--- config.mk ---
export PLATFORM = sky130hd
export DESIGN_NAME = button_conditioner
export DESIGN_NICKNAME = d
export VERILOG_FILES = /design/src/rtl/button_conditioner_pkg.sv /design/src/rtl/button_conditioner_sync_2ff.sv /design/src/rtl/button_conditioner.sv
export SDC_FILE = /design/constraint.sdc
export NUM_CORES = 1
export LEC_CHECK = 0
export ABC_AREA = 1
export BUFFER_PORTS_ARGS = -buffer_cell sky130_fd_sc_hd__buf_2
export CORE_ASPECT_RATIO = 0.7
export CORE_MARGIN = 8
export CORE_UTILIZATION = 65
export DETAILED_ROUTE_END_ITERATION = 8
export HOLD_SLACK_MARGIN = 0.12
export PLACE_DENSITY = 0.8
export SYNTH_ARGS = -nofsm -noshare
export SYNTH_HDL_FRONTEND = slang
export SYNTH_SLANG_ARGS = --single-unit
--- constraint.sdc ---
create_clock -name clk -period 2.6 [get_ports clk]
set_input_delay 0.39 -clock clk [delete_from_list [all_inputs] [get_ports clk]]
set_output_delay 0.39 -clock clk [all_outputs]
set_load 0.05 [all_outputs]
--- src/rtl/button_conditioner_pkg.sv ---
// Shared definitions for the push-button conditioner: FSM state
// encodings and default timing constants for a 100 MHz clock.
package btn_pkg;

   typedef enum logic [1:0] {
      ST_IDLE    = 2'd0,
      ST_WAIT_HI = 2'd1,
      ST_HELD    = 2'd2,
      ST_WAIT_LO = 2'd3
   } btn_state_t;

   // 10 ms debounce window at 100 MHz
   localparam int unsigned DEF_DEB_CYCLES = 1000000;
   localparam int unsigned DEF_CNT_W      = 20;
   // 500 ms before first repeat, 100 ms between repeats at 100 MHz
   // (CNT_W must be widened when auto-repeat is enabled with these values)
   localparam int unsigned DEF_REP_DELAY  = 50000000;
   localparam int unsigned DEF_REP_PERIOD = 10000000;

endpackage

--- src/rtl/button_conditioner_sync_2ff.sv ---
// Generic two-flop synchronizer for a single raw asynchronous input.
// Both stages reset asynchronously to 0.
module sync_2ff (
   input  logic clk,
   input  logic rst_n,
   input  logic i_d,
   output logic o_q
);

   logic r_s1;
   logic r_s2;

   // Shift the raw input through two flops to resolve metastability
   always_ff @(posedge clk or negedge rst_n) begin
      if (!rst_n) begin
         r_s1 <= 1'b0;
         r_s2 <= 1'b0;
      end else begin
         r_s1 <= i_d;
         r_s2 <= r_s1;
      end
   end

   assign o_q = r_s2;

endmodule

--- src/rtl/button_conditioner.sv ---
// Push-button conditioner: synchronizes a raw button, debounces it with a
// four-state FSM and produces a clean level plus one-cycle press/release
// pulses. All outputs are registered.
// Optional feature: define BTN_AUTOREPEAT_EN to emit repeated press pulses
// while the button stays held.
module button_conditioner
   import btn_pkg::*;
#(
   parameter int unsigned DEB_CYCLES = DEF_DEB_CYCLES,
   parameter int unsigned CNT_W      = DEF_CNT_W,
   parameter int unsigned REP_DELAY  = DEF_REP_DELAY,
   parameter int unsigned REP_PERIOD = DEF_REP_PERIOD
) (
   input  logic clk,
   input  logic rst_n,
   input  logic btn_in,
   output logic btn_level,
   output logic btn_press,
   output logic btn_release
);

   localparam logic [CNT_W-1:0] DEB_TERM = CNT_W'(DEB_CYCLES - 1);

   logic             w_s2;
   btn_state_t       r_state;
   btn_state_t       w_state_nxt;
   logic [CNT_W-1:0] r_cnt;
   logic [CNT_W-1:0] w_cnt_nxt;
   logic             r_level;
   logic             w_level_nxt;
   logic             r_press;
   logic             w_press_nxt;
   logic             r_release;
   logic             w_release_nxt;

`ifdef BTN_AUTOREPEAT_EN
   localparam logic [CNT_W-1:0] REP_D_TERM = CNT_W'(REP_DELAY - 1);
   localparam logic [CNT_W-1:0] REP_P_TERM = CNT_W'(REP_PERIOD - 1);

   // r_rep_armed: the first (long) delay has elapsed, use the period next
   logic [CNT_W-1:0] r_rcnt;
   logic [CNT_W-1:0] w_rcnt_nxt;
   logic             r_rep_armed;
   logic             w_rep_armed_nxt;
   logic             w_rep_hit;

   assign w_rep_hit = r_rep_armed ? (r_rcnt == REP_P_TERM) : (r_rcnt == REP_D_TERM);
`else
   // Repeat timing is not used in this build
   logic w_unused_rep;
   assign w_unused_rep = ^{REP_DELAY, REP_PERIOD};
`endif

   sync_2ff u_sync (
      .clk   (clk),
      .rst_n (rst_n),
      .i_d   (btn_in),
      .o_q   (w_s2)
   );

   // Register FSM state, counters and the registered outputs
   always_ff @(posedge clk or negedge rst_n) begin
      if (!rst_n) begin
         r_state     <= ST_IDLE;
         r_cnt       <= '0;
         r_level     <= 1'b0;
         r_press     <= 1'b0;
         r_release   <= 1'b0;
`ifdef BTN_AUTOREPEAT_EN
         r_rcnt      <= '0;
         r_rep_armed <= 1'b0;
`endif
      end else begin
         r_state     <= w_state_nxt;
         r_cnt       <= w_cnt_nxt;
         r_level     <= w_level_nxt;
         r_press     <= w_press_nxt;
         r_release   <= w_release_nxt;
`ifdef BTN_AUTOREPEAT_EN
         r_rcnt      <= w_rcnt_nxt;
         r_rep_armed <= w_rep_armed_nxt;
`endif
      end
   end

   // Next-state, counter and output decode; terminal compare precedes
   // increment so the debounce counter can never wrap
   always_comb begin
      w_state_nxt     = r_state;
      w_cnt_nxt       = r_cnt;
      w_level_nxt     = r_level;
      w_press_nxt     = 1'b0;
      w_release_nxt   = 1'b0;
`ifdef BTN_AUTOREPEAT_EN
      w_rcnt_nxt      = r_rcnt;
      w_rep_armed_nxt = r_rep_armed;
`endif
      case (r_state)
         ST_IDLE: begin
            if (w_s2) begin
               w_state_nxt = ST_WAIT_HI;
               w_cnt_nxt   = '0;
            end
         end
         ST_WAIT_HI: begin
            if (!w_s2) begin
               w_state_nxt = ST_IDLE;
            end else if (r_cnt == DEB_TERM) begin
               w_state_nxt     = ST_HELD;
               w_level_nxt     = 1'b1;
               w_press_nxt     = 1'b1;
`ifdef BTN_AUTOREPEAT_EN
               w_rcnt_nxt      = '0;
               w_rep_armed_nxt = 1'b0;
`endif
            end else begin
               w_cnt_nxt = r_cnt + 1'b1;
            end
         end
         ST_HELD: begin
            if (!w_s2) begin
               w_state_nxt = ST_WAIT_LO;
               w_cnt_nxt   = '0;
            end
`ifdef BTN_AUTOREPEAT_EN
            else if (w_rep_hit) begin
               w_press_nxt     = 1'b1;
               w_rcnt_nxt      = '0;
               w_rep_armed_nxt = 1'b1;
            end else begin
               w_rcnt_nxt = r_rcnt + 1'b1;
            end
`endif
         end
         ST_WAIT_LO: begin
            if (w_s2) begin
               w_state_nxt = ST_HELD;
            end else if (r_cnt == DEB_TERM) begin
               w_state_nxt   = ST_IDLE;
               w_level_nxt   = 1'b0;
               w_release_nxt = 1'b1;
            end else begin
               w_cnt_nxt = r_cnt + 1'b1;
            end
         end
         default: begin
            w_state_nxt = ST_IDLE;
         end
      endcase
   end

   assign btn_level   = r_level;
   assign btn_press   = r_press;
   assign btn_release = r_release;

endmodule

======== Word level (Yosys, flattened, before mapping) ========
Cells that the tools add are included.
storage, ports and cells
  input bits .............................. 3
  flip-flop bits (word level) ............. 27
cells by class
  $add $sub $neg .......................... 1
  muxes and demuxes ....................... 23
  reduce and logical (&&, ||, !) cells .... 5
  eq/ne operators ......................... 12
operators by type and width
  kind                   count
  $mux 20                5
  $pmux 20 s4            1
  $add 20x1->20 const B  1
  $eq 20x20->1 const B   1
  $mux 2                 6
  $mux 1                 9
  $ne 2x2->1 const B     4
  $pmux 2 s4             1
  $reduce_and 4->1       2
  $reduce_and 5->1       1
  $eq 2x2->1 const B     2
  $ne 2x1->1 const B     2
  $ne 3x2->1 const B     1
  $ne 3x3->1 const B     1
  $eq 2x1->1 const B     1
  $logic_not 2->1        1
  $pmux 1 s2             1
  $reduce_bool 2->1      1

======== Longest topological paths before layout ========
  word-level depth ........................ 4
  mapped depth ............................ 10

======== Modules after synthesis ========
From an unflattened synthesis, not the netlist that was laid out.
unflattened totals
  cell total of the unflattened synthesis .. 198
  area total of the unflattened synthesis .. 1587.8 um^2
by module, submodules not included
  module              sequential area each (um^2)  times used  area an instance (um^2)  cells each
  button_conditioner  625.6                        1           1537.7                   196
  sync_2ff            50.0                         1           50.0                     2

======== Least setup slack after synthesis ========
Ideal clock, no wire load.
  path kind ............................... register to register
  start point ............................. register r_cnt[0]
  end point ............................... register r_cnt[12]
  setup slack ............................. 1.136 ns
  library setup time ...................... 0.128 ns
  clock period less this slack ............ 1.464 ns
  arrival ................................. 1.336 ns
  stages on the path, launching flop included .. 8
  cells stage by stage .................... dfrtp_1 -> ha_1 -> nand3_2 -> nor2_4 -> nand2_1 -> nor2_1 -> xor2_1 -> o21ai_0
between the ends
  longest elaborated chain between the ends .. 4
  elaborated cells between the ends (all ways) .. 6
  classes of those cells .................. add/sub (1); eq/ne (1); mux (4)
RTL lines
  element                                        RTL line                                              text
  start: declaration                             button_conditioner.sv:27                              logic [CNT_W-1:0] r_cnt;
  start signal: assignment                       button_conditioner.sv:75                              r_cnt <= w_cnt_nxt;
  $add 20x1->20 or $eq 20x20->1 (tied branches)  -
  $mux 20 (*)                                    button_conditioner.sv:108, button_conditioner.sv:138
  $mux 20, on equally long branches              button_conditioner.sv:136, button_conditioner.sv:106
  $pmux 20 s4 (*)                                button_conditioner.sv:98                              case (r_state)
Every way passes the cells marked *; elsewhere a longest branch is shown, timed or not. The select of a mux whose other input is x is not followed.
A chain may end at the register's enable or synchronous reset.

======== Worst setup path after layout ========
Same ends and word-level chain as after synthesis.

==> metrics.cfg <==
[yosys]
netlist-cell-type-count = 27
ff_latch_count_synth = 27
ys_top_cells_by_area = sky130_fd_sc_hd__dfrtp_1 42%, sky130_fd_sc_hd__nand2_1 17%, sky130_fd_sc_hd__nor2_1 7.6%, sky130_fd_sc_hd__nand3_1 5.8%, sky130_fd_sc_hd__xor2_1 4.8%
post-synth-top-area-fraction_pct = 41.5
synth_seq_area_share_pct = 41.5
total_nets_after_synthesis = 222
synth_most_common_cell = sky130_fd_sc_hd__nand2_1
netlist_instances = 218
synth_edf_count = 0
syn-mean-instance-area_um2 = 7.46
synth_warnings = 0
synth_ff_type = sky130_fd_sc_hd__dfrtp_1
mappedNetlistArea_um2 = 1630
synth_top_cells_by_count = 72 x sky130_fd_sc_hd__nand2_1, 33 x sky130_fd_sc_hd__nor2_1, 27 x sky130_fd_sc_hd__dfrtp_1
post-synth-top-area-cell = sky130_fd_sc_hd__dfrtp_1
async_reset_ff_share_pct = 100

[timing]
timing.slew.headroom_pct = 61.3
report.final.setup_viol = 0
finalHoldViolations = 0
setup_total_negative_slack_ps = 0
max_freq_mhz = 576
min_tclk_post_route_ps = 1740
slew_violations = 0
timing_worst_slew_pin_value_ps = 580
grt_setup_unrepaired = false
finalClockSkew_ps = 2.35
final_cycle_utilization_of_the_critical_path_pct = 66.8
whs_ps = 142

[final_layout]
growth_of_design_area_from_synthesis_to_finish_pct = 3.92
finalCoreUtilization_pct = 69.8
final-seq-area_um2 = 676
drive_above_1_share_pct = 12.5
net_total_in_the_final_layout = 229
multi_input_comb_area_um2 = 840
final_area_um2 = 1690
antenna_diode_count = 0
fillerInstances = 208
instances_no_fill = 258

[cts]
cts_sinks = 27
cts_max_path_buffers = 2
cts_tree = built
path_clk_slew_ps = 150
cts_max_level = 1
postCtsSetupRepairBufs = 0
clock_insertion_delay_worst_skew_ps = 340
cts_buffers = 3
ctsRootBufferMaster = sky130_fd_sc_hd__clkbuf_4

[global_route]
number_of_antenna_violations_at_the_first_check_in_global_routing = 0
global_route_wire_length_before_repair_um = 5740
grt_overflow_total = 0
grt_max_degree = 28
global_route_total_usage_across_every_layer_pct = 16.8
first_global_vias = 1245

[worst_setup_path]
r2r-start = r_cnt[0]
start_kind = flip-flop
worst_endpoint_required_time_ps = 2870
timing.setup.critical_path_class = flip-flop to flip-flop
worst_r2r_path_depth = 7
timing.rr.end = r_cnt[12]
data_arrival_time_of_the_critical_path_ps = 2000
worst_setup_path_end_kind = flip-flop
critical_path_peak_fanout = 25
reg2reg_slack_ps = 860

[die]
ioPinCount = 6
die_width_um = 75.8
row_count = 15
dieHeight_um = 57.9
start_util_pct = 67.2
area_enclosed_by_the_die_boundary_um2 = 4380
core-area_um2 = 2420

[place]
numPortBuffers = 5
place_area_um2 = 1650
placed_cells_incl_taps = 253
dp_hpwl_um = 2410
place_congestion = 0.899

[routing]
vias_per_cell = 5.41
drt_iter0_markers = 116
drt_pass1_iterations = 4
route.final.wire_length_um = 3280
met1_length_um = 1560
drtAntennaViolNets = 0
routed_wire_length_per_instance_um = 12.7
met2_wirelength_um = 1480
routed-wl-met3_um = 224
route.detailed.drc = 0
vias = 1395
top_signal_layer_used = met4

[min_path]
min_path_type = input port to flip-flop
timing.hold.worst.start = btn_in
min_to = u_sync.r_s1
hold_depth = 1

[pwr]
worst_ir_drop_vdd_uv = 316
cellPowerDensity_nw_per_um2 = 415
power.static_leakage_uw = 0.000786

[outcome]
run_status = finished clean

[flow_run]
cap_violations = 0

-- kinds of logic (layout without fill, tap and decap cells) --
| family | Yosys count | in the layout | synth area share [%] |
|---|---|---|---|
| AOI/OAI and AO/OA | 13 | 13 | 5.46 |
| xor gates and xnor gates | 11 | 11 | 5.92 |
| adders and majority gates | 1 | 1 | 0.769 |
| buffers and inverters | 22 | 28 | 6.85 |
| DFF | 27 | 27 | 41.5 |
| and+or+nand+nor | 144 | 144 | 39.5 |
-- worst max-delay path, cell delays in order (launching register included) --
cell	delay [ps]
sky130_fd_sc_hd__dfrtp_1	440
sky130_fd_sc_hd__ha_1	290
sky130_fd_sc_hd__nand3_2	160
sky130_fd_sc_hd__nor2_1	170
sky130_fd_sc_hd__nand3_2	140
sky130_fd_sc_hd__nand2_4	280
sky130_fd_sc_hd__nand2_1	100
sky130_fd_sc_hd__o21ai_0	100
-- area by class of cell --
class	count	share of cell area (%)
repair buffers	6	2.07
well taps	34	2.52
multi-input cells	169	49.7
flip-flops and latches	27	40.0
clock buffers	3	1.33
inverters	18	4.00
clock inverters	1	0.444
-- metal layers --
layer | global-route usage (%) | up-vias
met4 | 2.72 | 0
met1 | 23.2 | 650
met2 | 25.7 | 44
met5 | 0 | -
met3 | 4.48 | 4
li1 | - | 697
-- placed cells by master, fill, tap and decap left out, types with 2 or more instances in the layout --
cell                       Yosys  final
sky130_fd_sc_hd__o21ai_2       4      4
sky130_fd_sc_hd__o21bai_1      2      2
sky130_fd_sc_hd__nor2_4        2      2
sky130_fd_sc_hd__nand2_1      72     72
sky130_fd_sc_hd__nand2_2       4      4
sky130_fd_sc_hd__buf_2         1      5
sky130_fd_sc_hd__or2_2         2      2
sky130_fd_sc_hd__nor2_1       33     33
sky130_fd_sc_hd__nand3_2       3      3
sky130_fd_sc_hd__clkbuf_4      0      3
sky130_fd_sc_hd__inv_1        18     18
sky130_fd_sc_hd__nor3_1        2      2
sky130_fd_sc_hd__nand3_1      19     19
sky130_fd_sc_hd__dfrtp_1      27     27
sky130_fd_sc_hd__nand4_1       3      3
sky130_fd_sc_hd__xor2_1        9      9
sky130_fd_sc_hd__o21ai_0       5      5
sky130_fd_sc_hd__xnor2_1       2      2
-- metrics by stage --
stage / setup WS (ps) / power (µW)
global route: 709 / 725
floorplan: 1140 / 495
global placement: 985 / 512
CTS: 892 / 707
finish: 863 / 702
detailed placement: 921 / 514
-- power by group --
group	switching [µW]	internal, µW
Clock	135	59.1
Sequential	16.0	431
Combinational	44.3	15.5
-- what timing repair did --
action / in CTS / in global routing
endpoints found under the hold margin: 27 / 0
hold buffers: 1 / 0
resized for setup: 0 / 0
-- registers in the layout, summed over array words and instances, names as in the netlist, named ones only --
| signal | cells |
|---|---|
| u_sync.o_q | 1 |
| r_cnt | 20 |
| r_state | 1 |
| btn_release | 1 |
| btn_level | 1 |
| btn_press | 1 |
| u_sync.r_s1 | 1 |
-- worst max-delay path by stage --
stage | from | to | slack (ps) | cells after the start
2_1_floorplan | r_cnt[0] | r_cnt[12] | 1140 | 7
3_3_place_gp | r_cnt[0] | r_cnt[16] | 990 | 6
3_5_place_dp | r_cnt[0] | r_cnt[11] | 920 | 8
4_1_cts | r_cnt[0] | r_cnt[11] | 890 | 8
5_1_grt | r_cnt[0] | r_cnt[9] | 710 | 8
6_report | r_cnt[0] | r_cnt[12] | 860 | 7
No activity file was read; power rests on OpenSTA's default activity.
